### src/rtl/nodf_module_intf_pkg.sv
// Shared types and defaults for the nodf_module_intf ap_ctrl status monitor.
package nodf_module_intf_pkg;

    typedef enum logic [1:0] {
        ST_IDLE      = 2'd0,
        ST_RUN       = 2'd1,
        ST_DONE_WAIT = 2'd2
    } state_t;

    localparam int CNT_W_DEFAULT = 32;

endpackage

### src/rtl/nodf_sat_counter.sv
// Saturating up-counter with synchronous clear and load-to-one; never wraps.
module nodf_sat_counter #(
    parameter int CNT_W = 32
) (
    input  logic             clock,
    input  logic             reset,
    input  logic             clear,
    input  logic             load_one,
    input  logic             enable,
    output logic [CNT_W-1:0] count,
    output logic [CNT_W-1:0] count_inc
);

    localparam logic [CNT_W-1:0] ALL_ONES = {CNT_W{1'b1}};
    localparam logic [CNT_W-1:0] ONE      = {{(CNT_W-1){1'b0}}, 1'b1};

    // Exposed so callers can capture "value including this cycle" without an extra adder.
    assign count_inc = (count == ALL_ONES) ? count : count + ONE;

    always_ff @(posedge clock) begin
        if (!reset || clear) begin
            count <= '0;
        end else if (load_one) begin
            count <= ONE;
        end else if (enable) begin
            count <= count_inc;
        end
    end

endmodule

### src/rtl/nodf_module_intf.sv
// Passive ap_ctrl handshake monitor: transaction FSM, saturating counters, latency stats.
// min/max latency tracking is built only when NODF_MODULE_INTF_LATENCY_EN is defined.
module nodf_module_intf
    import nodf_module_intf_pkg::*;
#(
    parameter int CNT_W = CNT_W_DEFAULT
) (
    input  logic             clock,
    input  logic             reset,
    input  logic             ap_start,
    input  logic             ap_ready,
    input  logic             ap_done,
    input  logic             ap_continue,
    input  logic             finish,
    output logic [1:0]       state,
    output logic [CNT_W-1:0] txn_started,
    output logic [CNT_W-1:0] txn_done,
    output logic [CNT_W-1:0] busy_cycles,
    output logic [CNT_W-1:0] stall_cycles,
    output logic [CNT_W-1:0] last_latency,
    output logic [CNT_W-1:0] min_latency,
    output logic [CNT_W-1:0] max_latency,
    output logic             latency_valid,
    output logic             finished,
    output logic             protocol_err
);

    localparam logic [CNT_W-1:0] ONE = {{(CNT_W-1){1'b0}}, 1'b1};

    state_t           st;
    logic             live;
    logic             in_idle;
    logic             complete_now;
    logic [CNT_W-1:0] lat_count;
    logic [CNT_W-1:0] lat_inc;
    logic [CNT_W-1:0] lat_value;
    logic [CNT_W-1:0] started_inc;
    logic [CNT_W-1:0] done_inc;
    logic [CNT_W-1:0] busy_inc;
    logic [CNT_W-1:0] stall_inc;

    assign state   = st;
    assign live    = !finished;
    assign in_idle = (st == ST_IDLE);

    // Latency reported at completion counts the completion cycle itself.
    always_comb begin
        complete_now = 1'b0;
        lat_value    = lat_inc;
        case (st)
            ST_IDLE: begin
                complete_now = ap_start && ap_done && ap_continue;
                lat_value    = ONE;
            end
            ST_RUN:       complete_now = ap_done && ap_continue;
            ST_DONE_WAIT: complete_now = ap_continue;
            default:      complete_now = 1'b0;
        endcase
    end

    nodf_sat_counter #(.CNT_W(CNT_W)) u_lat_cnt (
        .clock(clock), .reset(reset), .clear(1'b0),
        .load_one(live && in_idle && ap_start), .enable(live && !in_idle),
        .count(lat_count), .count_inc(lat_inc)
    );

    nodf_sat_counter #(.CNT_W(CNT_W)) u_started_cnt (
        .clock(clock), .reset(reset), .clear(1'b0),
        .load_one(1'b0), .enable(live && ap_start && ap_ready),
        .count(txn_started), .count_inc(started_inc)
    );

    nodf_sat_counter #(.CNT_W(CNT_W)) u_done_cnt (
        .clock(clock), .reset(reset), .clear(1'b0),
        .load_one(1'b0), .enable(live && complete_now),
        .count(txn_done), .count_inc(done_inc)
    );

    nodf_sat_counter #(.CNT_W(CNT_W)) u_busy_cnt (
        .clock(clock), .reset(reset), .clear(1'b0),
        .load_one(1'b0), .enable(live && !in_idle),
        .count(busy_cycles), .count_inc(busy_inc)
    );

    nodf_sat_counter #(.CNT_W(CNT_W)) u_stall_cnt (
        .clock(clock), .reset(reset), .clear(1'b0),
        .load_one(1'b0), .enable(live && ap_done && !ap_continue),
        .count(stall_cycles), .count_inc(stall_inc)
    );

    always_ff @(posedge clock) begin
        if (!reset) begin
            st            <= ST_IDLE;
            last_latency  <= '0;
            latency_valid <= 1'b0;
            finished      <= 1'b0;
            protocol_err  <= 1'b0;
`ifdef NODF_MODULE_INTF_LATENCY_EN
            min_latency   <= {CNT_W{1'b1}};
            max_latency   <= '0;
`endif
        end else begin
            // Observational only: flags the error, FSM carries on unchanged.
            if (in_idle && ap_done && !ap_start) begin
                protocol_err <= 1'b1;
            end
            if (live) begin
                if (finish) begin
                    finished <= 1'b1;
                end
                if (complete_now) begin
                    last_latency  <= lat_value;
                    latency_valid <= 1'b1;
`ifdef NODF_MODULE_INTF_LATENCY_EN
                    if (lat_value < min_latency) min_latency <= lat_value;
                    if (lat_value > max_latency) max_latency <= lat_value;
`endif
                end
                case (st)
                    ST_IDLE: begin
                        if (ap_start) begin
                            if (!ap_done)         st <= ST_RUN;
                            else if (!ap_continue) st <= ST_DONE_WAIT;
                        end
                    end
                    ST_RUN: begin
                        if (ap_done) st <= ap_continue ? ST_IDLE : ST_DONE_WAIT;
                    end
                    ST_DONE_WAIT: begin
                        if (ap_continue) st <= ST_IDLE;
                    end
                    default: st <= ST_IDLE;
                endcase
            end
        end
    end

`ifndef NODF_MODULE_INTF_LATENCY_EN
    assign min_latency = {CNT_W{1'b1}};
    assign max_latency = '0;
`endif

endmodule

### config.mk
export PLATFORM = sky130hd
export DESIGN_NAME = nodf_module_intf
export DESIGN_NICKNAME = d
export VERILOG_FILES = /design/src/rtl/nodf_module_intf_pkg.sv /design/src/rtl/nodf_sat_counter.sv /design/src/rtl/nodf_module_intf.sv
export SDC_FILE = /design/constraint.sdc
export NUM_CORES = 1
export LEC_CHECK = 0
export ABC_AREA = 1
export CAP_MARGIN = 20
export CORE_UTILIZATION = 40
export DETAILED_ROUTE_END_ITERATION = 8
export GPL_TIMING_DRIVEN = 0
export PLACE_DENSITY_LB_ADDON = 0.08
export SLEW_MARGIN = 0
export SYNTH_ARGS = -nofsm -noshare
export SYNTH_HDL_FRONTEND = slang
export SYNTH_SLANG_ARGS = --single-unit
### constraint.sdc
create_clock -name clock -period 2.1 [get_ports clock]
set_input_delay 0.42 -clock clock [delete_from_list [all_inputs] [get_ports clock]]
set_output_delay 0.42 -clock clock [all_outputs]
set_load 0.02 [all_outputs]
# After elaboration in Yosys (flattened, before gate mapping)
# Index checks and enable logic that the tools add are counted.
op_classes:
  addsub: 5
  n_eq_ne: 11
  muxes: 14
  bitwise: 6
  n_reduce_logical: 26
ops:
  columns: ["cell", "count"]
  rows:
  - ["adder 32 x 1 -> 32 bit, second input constant", 5]
  - ["equality test 32 bit, second input constant", 5]
  - ["2-to-1 mux 32 bit", 2]
  - ["logical AND 1 bit", 13]
  - ["2-to-1 mux 2 bit", 6]
  - ["AND reduction 2 bit", 5]
  - ["inequality test 2 bit, second input constant", 3]
  - ["inverter 1 bit", 6]
  - ["case mux 2 bit (3 select lines)", 1]
  - ["AND reduction 5 bit", 1]
  - ["zero test 1 bit", 4]
  - ["2-to-1 mux 1 bit", 4]
  - ["inequality test 3 bit, second input constant", 1]
  - ["case mux 1 bit (3 select lines)", 1]
  - ["equality test 2 x 1 -> 1 bit, second input constant", 1]
  - ["equality test 2 bit, second input constant", 1]
  - ["zero test 2 bit", 1]
  - ["nonzero test 2 bit", 1]
  - ["OR reduction 2 bit", 1]
word_totals:
  reg_bits: 197
  wordCells: 73

# Depth between registers and ports, before layout
depth:
  depth_word: 5
  ltp_mapped: 13
  ltp_nobuf: 12

# Hierarchy
# From an unflattened synthesis, not the netlist that was laid out.
unflattened:
  hier_cells: 2357
  hier_area_um2: 14131.1
by_module_without_submodules:
  columns: ["mod", "n_inst", "cells_per_inst", "area_per_inst_um2", "seq_area_each_um2"]
  rows:
  - ["nodf_sat_counter", 5, 420, 2357.3, 640.6]
  - ["nodf_module_intf", 1, 257, 2344.7, 740.7]

# Worst setup path after synthesis
# No wires, ideal clock.
synth_timing:
  path_type: "register to register"
  startpoint: "reg u_done_cnt.count[0]"
  endpoint: "reg u_done_cnt.count[30]"
  setup_time_ns: 0.132
  arrival_ns: 1.743
  t_required_ns: 1.968
  setup_slack_ns: 0.224
  path_stages_with_launch: 13
  n_path_buf: 2
  path_cell_list: "dfxtp_1 > ha_1 > nand3_4 > nor2_4 > nand2_2 > clkinv_2 > nand2_1 > nand2_1 > nand2_1 > buf_6 > buf_6 > nand2_1 > a21oi_1"
synth_between:
  elab_chain_cells: 3
  word_cells_on_any_way: 4
  cone_classes: "1 x add/sub; 1 x eq/ne; 1 x bitwise; 1 x reduce/logical"
synth_rtl:
  columns: ["item", "line", "rtl"]
  rows:
  - ["from (decl)", "nodf_sat_counter.sv:10", "output logic [CNT_W-1:0] count,"]
  - ["from (signal assigned)", "nodf_sat_counter.sv:26", "count <= count_inc;"]
  - ["parallel branches: the longest is 3 deep, another holds adder 32 x 1 -> 32 bit", null, null]
# Parallel ways; which one is timed is not known.
# A chain may end at the register's enable or synchronous reset.

# Final worst setup path
layout_timing:
  startpoint: "reg u_busy_cnt.count[29]"
  endpoint: "out busy_cycles[29]"
layout_rtl:
  columns: ["item", "line", "rtl"]
  rows:
  - ["from (decl)", "nodf_sat_counter.sv:10", null]
  - ["from (signal assigned)", "nodf_sat_counter.sv:26", null]
  - ["to (decl)", "nodf_module_intf.sv:18", "output logic [CNT_W-1:0] busy_cycles,"]
# No word-level cell between the ends.

==> results_dict.tcl <==
set metrics [dict create \
    status "finished, final reports clean" \
    cts_buffers 17 \
    grtUsageMet3_pct 3.44 \
    drv_slew 0 \
    route.detailed.drc 0 \
    final_antenna_net_count 0 \
    crit_buf_inv 1 \
    crit_chain "clkdlybuf4s50_1" \
    grt_remaining_overflow 0 \
    fin_crit_sh_pct 97.1 \
    gr-usage-met2_pct 39.5 \
    synth_xor_xnor_area_share_pct 3.71 \
    p_sw_share_pct 30.5 \
    ys_seq_area_share_pct 32.1 \
    async_flop_share_pct 0 \
    grt_pass1_vias 11900 \
    max-vdd-ir-drop_mv 0.585 \
    fin_hold_ws_ns 0.466 \
    grt_max_degree 19 \
    clock_path_buffers 2 \
    synth-compound-area-share_pct 8.98 \
    die_area_mm2 0.0314 \
    wl_per_cell_um 14.7 \
    synth_simple_gate_area_share_pct 42.9 \
    syn_area_per_cell_um2 6.17 \
    synthTopCellsByArea "dfxtp_1 (32%), nand2_1 (22%), nor2_1 (7.6%), a21oi_1 (6.5%), nand3_1 (5.6%)" \
    totalPowerFinal_uw 8420 \
    busiest_layer "met2" \
    synth.distinct_cells 41 \
    worstSetupPathType "reg -> out" \
    antenna_found_initial 0 \
    max_slew_margin_pct 45.7 \
    leakagePower_uw 0.00561 \
    fillCellCount 3156 \
    regArea_mm2 0.00396 \
    fin_nets 2257 \
    wl_mm 38.9 \
    synth_most_common_cell "nand2_1" \
    synth_edf_count 0 \
    power.share.combinational_pct 14.4 \
    antennaDiodeCount 0 \
    skew_ns 0.0157 \
    tightest_slew_ns 0.814 \
    synth_fa_ha_area_share_pct 0.509 \
    timing.final.ws_setup_ns 0.0606 \
    num_vias 13000 \
    p_seq_share_pct 45.5 \
    drv_cap 0 \
    core-area_mm2 0.0300 \
    grt_util_met1_pct 34.7 \
    syn_to_final_growth_pct 25.6 \
    start_kind "flip-flop" \
    drt_pre_antenna_iters 6 \
    hold_buffers 0 \
    drt_iter0_drc 988 \
    die_w_um 177 \
    power.internal_uw 5850 \
    muxShareOfSynthArea_pct 0 \
    p_clk_share_pct 40.0 \
    required_ns 1.68 \
    via_per_inst 4.89 \
    port_buffers 171 \
    pre_cts_ws_ns -0.476 \
    multi_input_area_mm2 0.00722 \
    yosys-top-cells-count "nand2_1 (725), nor2_1 (249), dfxtp_1 (197)" \
    finalCriticalPeriod_ns 2.04 \
    num_rows 63 \
    place_hpwl_mm 29.7 \
    yosys.area.top_type "dfxtp_1" \
    clkLatencyLatePin_ns 0.45 \
    gp_congestion 0.942 \
    ios 236 \
    cp_data_arrival_time_ns 1.62 \
    critPathSlowestCell "clkdlybuf4s50_1" \
    synth_top_family_by_area "simple AND/OR/NAND/NOR gates" \
    synthCells 1991 \
    hp-class "reg -> reg" \
    netlist_area_mm2 0.0123 \
    synthFlopType "dfxtp_1" \
    drive_gt1_share_pct 9.52 \
    max_freq_mhz 490 \
    yosys_warnings 0 \
    setup_viol 0 \
    grt_pass1_wl_mm 61.9 \
    cts-root-buf "clkbuf_16" \
    p_switching_uw 2570 \
    fp.dieH_um 177 \
    cpLargestDelayFamily "buffers and inverters" \
    hold_violations 0 \
    cts_tree "done" \
    synth_top_area_share_pct 32.1 \
    grt.total_usage_pct 24.9 \
    rsz0062_at_grt "no" \
    crit_path_end_kind "output port" \
    p_per_area_mw_per_mm2 545 \
    start_util_pct 41.0 \
    tns_ns 0 \
    htreeDepth 4 \
    clkSinkCount 197 \
    critPathMaxStageDelay_ns 0.69 \
    synth-seq-cells 197 \
    crit_fanout 7 \
    cts.clk_slew.worst_paths_ns 0.07 \
]
layer usage:
layer | vias up | part of all wire (%)
li1 | 6697 | -
met1 | 5833 | 48
met2 | 389 | 44
met3 | 40 | 5.6
met4 | 0 | 1.9
met5 | - | 0
power by group through the flow:
stage	registers [µW]	logic (µW)	clock network [µW]
floorplan	3940	783	0
global placement	3910	1190	0
detailed placement	3910	1200	0
CTS	3830	1200	3450
global route	3840	1320	3610
finish	3830	1210	3370
through the flow:
stage	util (%)	std cells	instance area (µm²)
5_1_grt	51.5	2648	15400
4_1_cts	51.1	2646	15300
2_1_floorplan	-	2053	12500
6_report	51.5	2648	15400
3_5_place_dp	49.1	2614	14700
3_3_place_gp	49.1	2614	14700
placed cells by master (no fill, tap or decap), drive strengths merged:
cell	Yosys	layout
inv	153	158
nand2	741	741
clkdlybuf4s50	0	170
or2	4	4
dfxtp	197	197
and3	5	5
o21ai	33	33
a211oi	1	1
o21a	1	1
bufinv	0	1
clkbuf	33	53
buf	92	92
xnor2	10	10
nand3b	26	26
nor3b	1	1
clkinv	3	10
dlymetal6s2s	0	1
conb	2	64
clkinvlp	0	1
and2	2	2
ha	5	5
xor2	42	42
o22ai	1	1
nor3	37	37
nand3	140	140
nor2	264	264
nand4	25	25
o21bai	1	1
a21oi	172	172
logic make-up after synthesis:
logic type / Yosys count
AND/OR/NAND/NOR: 1245
buffers and inverters: 281
AO/OA/AOI/OAI: 209
flip-flops: 197
XOR/XNOR: 52
adder cells (fa/ha/maj): 5
other: 2
final timing paths:
check / slack, ns / cells after the start / start / to
setup / recovery: 0.06 / 1 / u_busy_cnt.count[29] / busy_cycles[29]
hold / removal: 0.47 / 2 / last_latency[19] / last_latency[19]
setup reg to reg: 0.14 / 10 / u_started_cnt.count[22] / u_started_cnt.count[8]
hold reg to reg: 0.47 / 2 / last_latency[19] / last_latency[19]
cell type report:
cell class              count  area share, %
multi-input cells        1575           46.8
flip-flops and latches    197           25.6
repair buffers            173           11.2
plain buffers             125           5.68
inverters                 156           3.80
well taps                 390           3.16
clock buffers              18           2.84
clock inverters            14          0.924
registers in the layout (all words and copies together), names as in the netlist:
name,count
latency_valid,1
u_lat_cnt.count,32
u_started_cnt.count,32
state,2
protocol_err,1
last_latency,32
u_busy_cnt.count,32
finished,1
u_stall_cnt.count,32
u_done_cnt.count,32
repair_timing:
action | 4_1_cts | 5_1_grt
pin swaps | 1 | 3
endpoints found under the setup margin | 87 | 163
gates resized for setup | 5 | 40
setup buffers | 0 | 2
(Power assumes the default switching activity.)
